File: src/rtl/qam_demod_if.sv
// qam_demod_if: sample/carrier inputs and symbol decision outputs of the 16-QAM receiver core.
interface qam_demod_if #(
  parameter int SAMPLE_WIDTH = 16,
  parameter int DATA_WIDTH   = 32,
  parameter int ACC_WIDTH    = 48
);
  logic                           step;
  logic signed [SAMPLE_WIDTH-1:0] rx_sample;
  logic signed [DATA_WIDTH-1:0]   ref_cos;
  logic signed [DATA_WIDTH-1:0]   ref_sin;
  logic                           sym_sync;
  logic [3:0]                     sym;
  logic                           sym_valid;
  logic signed [ACC_WIDTH-1:0]    acc_i_out;
  logic signed [ACC_WIDTH-1:0]    acc_q_out;
  modport master (output step, rx_sample, ref_cos, ref_sin, sym_sync,
                  input  sym, sym_valid, acc_i_out, acc_q_out);
  modport slave  (input  step, rx_sample, ref_cos, ref_sin, sym_sync,
                  output sym, sym_valid, acc_i_out, acc_q_out);
endinterface

File: src/rtl/qam_demod.sv
// qam_demod: coherent 16-QAM receiver core; mix, integrate-and-dump over SPS samples, Gray slicer.
module qam_demod #(
  parameter int SAMPLE_WIDTH = 16,
  parameter int DATA_WIDTH   = 32,
  parameter int PROD_SHIFT   = 30,
  parameter int SPS          = 64,
  parameter int ACC_WIDTH    = 48,
  parameter int THRESH       = 2000
) (
  input logic        clk,
  input logic        rst_n,
  qam_demod_if.slave bus
);
  localparam int PW = SAMPLE_WIDTH + DATA_WIDTH;
  localparam int CW = (SPS > 2) ? $clog2(SPS) : 1;
  localparam logic signed [ACC_WIDTH-1:0] TH = ACC_WIDTH'(THRESH);
  logic [CW-1:0] cnt_q, cnt_d, cnt_eff;
  logic signed [PW-1:0] m_i, m_q;
  logic signed [ACC_WIDTH-1:0] p_i_q, p_i_d, p_q_q, p_q_d, sum_i, sum_q;
  logic signed [ACC_WIDTH-1:0] acc_i_q, acc_i_d, acc_q_q, acc_q_d;
  logic signed [ACC_WIDTH-1:0] out_i_q, out_i_d, out_q_q, out_q_d;
  logic v_q, v_d, last_q, last_d, dump_q, dump_d, sv_q, sv_d;
  logic [3:0] sym_q, sym_d;
  function automatic logic [1:0] slice(input logic signed [ACC_WIDTH-1:0] a);
    return a < -TH ? 2'b00 : a < 0 ? 2'b01 : a < TH ? 2'b11 : 2'b10;
  endfunction
  always_comb begin
    m_i     = bus.rx_sample * bus.ref_cos;
    m_q     = bus.rx_sample * bus.ref_sin;
    p_i_d   = m_i >>> PROD_SHIFT;
    p_q_d   = m_q >>> PROD_SHIFT;
    cnt_eff = bus.sym_sync ? '0 : cnt_q;
    v_d     = bus.step;
    last_d  = bus.step && cnt_eff == CW'(SPS - 1);
    cnt_d   = bus.step ? (cnt_eff == CW'(SPS - 1) ? '0 : cnt_eff + 1'b1) : cnt_eff;
    sum_i   = acc_i_q + p_i_q;
    sum_q   = acc_q_q + p_q_q;
    // a pending last product is a dump in flight and survives sym_sync
    dump_d  = v_q && last_q;
    acc_i_d = (bus.sym_sync || dump_d) ? '0 : v_q ? sum_i : acc_i_q;
    acc_q_d = (bus.sym_sync || dump_d) ? '0 : v_q ? sum_q : acc_q_q;
    out_i_d = dump_d ? sum_i : out_i_q;
    out_q_d = dump_d ? sum_q : out_q_q;
    sv_d    = dump_q;
    sym_d   = dump_q ? {slice(out_i_q), slice(out_q_q)} : sym_q;
  end
  always_ff @(posedge clk or negedge rst_n) begin
    if (!rst_n) begin
      cnt_q   <= '0;
      p_i_q   <= '0;
      p_q_q   <= '0;
      v_q     <= 1'b0;
      last_q  <= 1'b0;
      acc_i_q <= '0;
      acc_q_q <= '0;
      out_i_q <= '0;
      out_q_q <= '0;
      dump_q  <= 1'b0;
      sv_q    <= 1'b0;
      sym_q   <= '0;
    end else begin
      cnt_q   <= cnt_d;
      p_i_q   <= p_i_d;
      p_q_q   <= p_q_d;
      v_q     <= v_d;
      last_q  <= last_d;
      acc_i_q <= acc_i_d;
      acc_q_q <= acc_q_d;
      out_i_q <= out_i_d;
      out_q_q <= out_q_d;
      dump_q  <= dump_d;
      sv_q    <= sv_d;
      sym_q   <= sym_d;
    end
  end
  assign bus.sym       = sym_q;
  assign bus.sym_valid = sv_q;
  assign bus.acc_i_out = out_i_q;
  assign bus.acc_q_out = out_q_q;
endmodule

File: src/flat_wrapper.sv
// flat-port wrapper written by rule: the top's interface ports become plain ports
module qam_demod_flat 
#(
  parameter int SAMPLE_WIDTH = 16,
  parameter int DATA_WIDTH   = 32,
  parameter int PROD_SHIFT   = 30,
  parameter int SPS          = 64,
  parameter int ACC_WIDTH    = 48,
  parameter int THRESH       = 2000
)
  (clk, rst_n, bus_step, bus_rx_sample, bus_ref_cos, bus_ref_sin, bus_sym_sync, bus_sym, bus_sym_valid, bus_acc_i_out, bus_acc_q_out);
  qam_demod_if #(.SAMPLE_WIDTH(SAMPLE_WIDTH), .DATA_WIDTH(DATA_WIDTH), .ACC_WIDTH(ACC_WIDTH)) bus_i ();
  input logic clk;
  input logic rst_n;
  input wire logic [$bits(bus_i.step)-1:0] bus_step;
  input wire logic [$bits(bus_i.rx_sample)-1:0] bus_rx_sample;
  input wire logic [$bits(bus_i.ref_cos)-1:0] bus_ref_cos;
  input wire logic [$bits(bus_i.ref_sin)-1:0] bus_ref_sin;
  input wire logic [$bits(bus_i.sym_sync)-1:0] bus_sym_sync;
  output wire logic [$bits(bus_i.sym)-1:0] bus_sym;
  output wire logic [$bits(bus_i.sym_valid)-1:0] bus_sym_valid;
  output wire logic [$bits(bus_i.acc_i_out)-1:0] bus_acc_i_out;
  output wire logic [$bits(bus_i.acc_q_out)-1:0] bus_acc_q_out;
  assign bus_i.step = bus_step;
  assign bus_i.rx_sample = bus_rx_sample;
  assign bus_i.ref_cos = bus_ref_cos;
  assign bus_i.ref_sin = bus_ref_sin;
  assign bus_i.sym_sync = bus_sym_sync;
  assign bus_sym = bus_i.sym;
  assign bus_sym_valid = bus_i.sym_valid;
  assign bus_acc_i_out = bus_i.acc_i_out;
  assign bus_acc_q_out = bus_i.acc_q_out;
  qam_demod #(.SAMPLE_WIDTH(SAMPLE_WIDTH), .DATA_WIDTH(DATA_WIDTH), .PROD_SHIFT(PROD_SHIFT), .SPS(SPS), .ACC_WIDTH(ACC_WIDTH), .THRESH(THRESH)) u_core (.clk(clk), .rst_n(rst_n), .bus(bus_i));
endmodule
File: config.mk
export PLATFORM = sky130hd
export DESIGN_NAME = qam_demod_flat
export DESIGN_NICKNAME = d
export VERILOG_FILES = /design/src/rtl/qam_demod_if.sv /design/src/rtl/qam_demod.sv /design/src/flat_wrapper.sv
export SDC_FILE = /design/constraint.sdc
export NUM_CORES = 2
export LEC_CHECK = 0
export CORE_AREA = 5 5 303 305
export DETAILED_ROUTE_END_ITERATION = 8
export DIE_AREA = 0 0 308 310
export PLACE_DENSITY = 0.74
export SLEW_MARGIN = 30
export SYNTH_ARGS = -nofsm -noshare
export SYNTH_HDL_FRONTEND = slang
export SYNTH_SLANG_ARGS = --single-unit
File: constraint.sdc
create_clock -name clk -period 4.2 [get_ports clk]
set_input_delay 0.84 -clock clk [delete_from_list [all_inputs] [get_ports clk]]
set_output_delay 0.84 -clock clk [all_outputs]
set_load 0.01 [all_outputs]
==> summary.md <==
| Metric | Value |
|---|---|
| Die Y | slightly above 300 microns |
| Die footprint | roughly 0.095 sq mm |
| Gpl congestion | about 0.94 |
| Hold crit path type | input pin to async pin |
| H-tree Lvls | 1 |
| Gr usage total | 29.74% |
| Layout cell share with drive strength beyond 1 | 20.09% |
| Synthesized net count | 6564 |
| Post-synth cell types | 81 |
| Post-synth EDFFs | 0 |
| Nets@finish | a little over 7000 |
| Post-synthesis sequential area ratio | approximately an eighth |
| Area contributors post-synth | fa_1 (40%), dfrtp_1 (13%), inv_1 (8.7%), ha_1 (8.3%), and2_1 (5.3%) |
| Row count | 110 |
| Initial antenna violation count | 7 |
| Failing checks | setup timing |
| Largest family of logic cells by synthesized area | adder cells |
| Commonest cells in the synthesized netlist | inv_1 (1119), fa_1 (972), nand2_1 (673) |
| Slowest-stage cell, CP | fa_1 |
| Crit start category | input pin |
| Synth Instances | slightly above 5000 |
| Arrival @ worst endpoint | between 7 and 8 ns |
| RSZ-0062 raised after global routing | yes |
| Fin Clk Skew | around 0.013 ns |
| Hold-fix buffers at CTS | 0 |
| Vias per inst | between 5 and 6 |
| Io pins | ~190 |
| Setup TNS | -76.34 ns |
| Most Frequent Cell on Critical Path | fa_1 |
| WL/cell | a little over 20 microns |
| Drt drc | 0 |
| CTS max path bufs | 3 |
| Fin. Hold Viols | 0 |
| Max stage delay on crit path | 0.57 ns |
| Top cell type by total area after synthesis | fa_1 |
| Area grow syn2layout | 23.78% |
| Relative slew margins | about a third |
| Final Cycle Share | 159.9% |
| Worst Setup End Kind | register |
| Initial Util | 54.12% |
| Final wirelength | 142.6 mm |
| First-pass GRT wire length | 227.7 mm |
| Synth Area in Adders | ~50% |
| Fill cells | between 6000 and 7000 |
| TritonCTS clock tree | built |
| DP Wirelength | roughly 110 mm |
| Dpl ws | -3.435 ns |
| Main flop type after synthesis | dfrtp_1 |
| Drt initial violations | 3100 |
| Syn_area_per_cell | 9.287 sq um |
| Grt ovf | 0 |
| First-pass iteration count of the detailed router | 6 |
| Cts bufs inserted | 25 |
| Proportion of synthesized area in mux cells | approximately 2.2% |
| Synth Area in Compound Gates | under 10% |
| XOR/XNOR Fraction of Synth Area | under 10% |
| Die X | ~310 microns |
| Root buffer cell | clkbuf_16 |
| Worst Path Max Fanout | 6 |
| Vias in the first global route | 42757 |
| Status | finished, violations left |
| Async SR Flop Fraction | 100.0% |
| Max Cap Viol | 0 |
| Tightest Pin Transition | 0.9811 ns |
| Final antenna-violating net count | 0 |
| Crit path kind | input pin to register |
| Clock transition at path regs | ~0.07 ns |
| Sinks on Clock Net | 242 |
| Clock Latency Late Sink | roughly 0.54 ns |
| CP required | approximately 4.7 ns |
| Total number of vias | between 30000 and 40000 |
| Final WS setup | -2.516 ns |
| IO buf count | 184 |
| CORE AREA | 0.08905 sq mm |
| Fmax | roughly 150 MHz |
| Largest net degree at the start of global routing | 149 |
| Simple-gate share of the synthesized area | around 15% |
| Syn Std Cell Area | between 0.04 and 0.05 sq mm |
| Post-synth top area share | roughly two fifths |
| Ys Warns | 0 |
| Max-slew violations | 0 |
| Top-count cell post-synth | inv_1 |
| Final setup viols | 36 |
| Tmin final | approximately 6.7 ns |
| Synthesis-stage register bit count | ~240 |
## cell usage in the layout, fill, tap and decap left out, types with 82 or more instances in the layout
cell	instances
and2_1	353
dfrtp_1	242
clkdlybuf4s50_1	104
mux2_2	83
inv_1	1072
a21o_1	104
nand2_1	645
nor2_1	117
buf_4	481
buf_12	83
fa_1	909
ha_1	283
a22o_1	82
a21oi_1	111
## registers in the layout, indices dropped and copies added, names as in the netlist, 4 cells and up
signal / cells
u_core.bus.sym: 4
u_core.cnt_q: 6
u_core.acc_q_q: 48
u_core.p_q_q: 18
u_core.bus.acc_q_out: 48
u_core.acc_i_q: 48
u_core.p_i_q: 18
u_core.bus.acc_i_out: 48
## layout make-up
class	count	area, sq um	share of cell area, %
Antenna cell	7	17.52	0.02937
Clock buffer	30	674.4	1.131
Sequential cell	242	6056	10.15
Clock inverter	15	165.2	0.2769
Timing Repair Buffer	838	8578	14.38
Tap cell	1176	1471	2.467
Multi-Input combinational cell	3594	38480	64.51
Inverter	1120	4208	7.054
## cell families after synthesis
family	count (synthesis)
DFF	242
and+or+nand+nor	1494
buffers and inverters	1353
muxes	94
adders and majority gates	1291
xor gates and xnor gates	137
AOI/OAI and AO/OA	578
## worst max-delay path: cells and delay by family
kind / cells / cell delay (ns)
buffers and inverters: 11 / 1.27
adder cells (fa/ha/maj): 7 / 3.44
XOR/XNOR: 1 / 0.14
AND/OR/NAND/NOR: 3 / 0.19
AO/OA/AOI/OAI: 5 / 1.25
## routing by layer
layer	global-route usage [%]	share of wire, %	up-vias
li1	-	-	17177
met1	38.41	38	19628
met2	49.57	47	1865
met3	6.214	9.4	517
met4	12.09	5.4	8
met5	0	0.034	-
## stage by stage
| step | utilization, % | hold slack [ns] | cells | area [sq um] |
|---|---|---|---|---|
| 2_1_floorplan | - | 0.4424 | 5189 | 49230 |
| 3_3_place_gp | 62.38 | 0.4630 | 6827 | 55550 |
| 3_5_place_dp | 62.38 | 0.4621 | 6827 | 55550 |
| 4_1_cts | 66.49 | 0.1021 | 6997 | 59200 |
| 5_1_grt | 66.97 | 0.1137 | 7016 | 59640 |
| 6_report | 66.99 | 0.1155 | 7022 | 59650 |
## final timing paths
kind                                          from                       end  slack (ns)  cells after the start
min in group clk           u_core.bus.acc_i_out[2]   u_core.bus.acc_i_out[2]        0.47                      2
setup / recovery                  bus_rx_sample[7]          u_core.p_q_q[12]       -2.52                     27
hold reg to reg            u_core.bus.acc_i_out[2]   u_core.bus.acc_i_out[2]        0.47                      2
setup reg to reg                  u_core.p_q_q[17]  u_core.bus.acc_q_out[46]        0.22                     11
hold / removal                               rst_n        u_core.acc_q_q[25]        0.12                      1
max in group asynchronous                    rst_n         u_core.acc_i_q[0]        3.00                      2
## what timing repair did
item                                    4_1_cts  5_1_grt
setup buffers                               114       22
gates resized for setup                     493      118
endpoints found under the setup margin       36       36
pin swaps                                   230       90
gates cloned                                 25        1
Power is left out: the tool's default activity adds up to more than one toggle a clock period on the data nets, which glitch-free logic cannot reach.
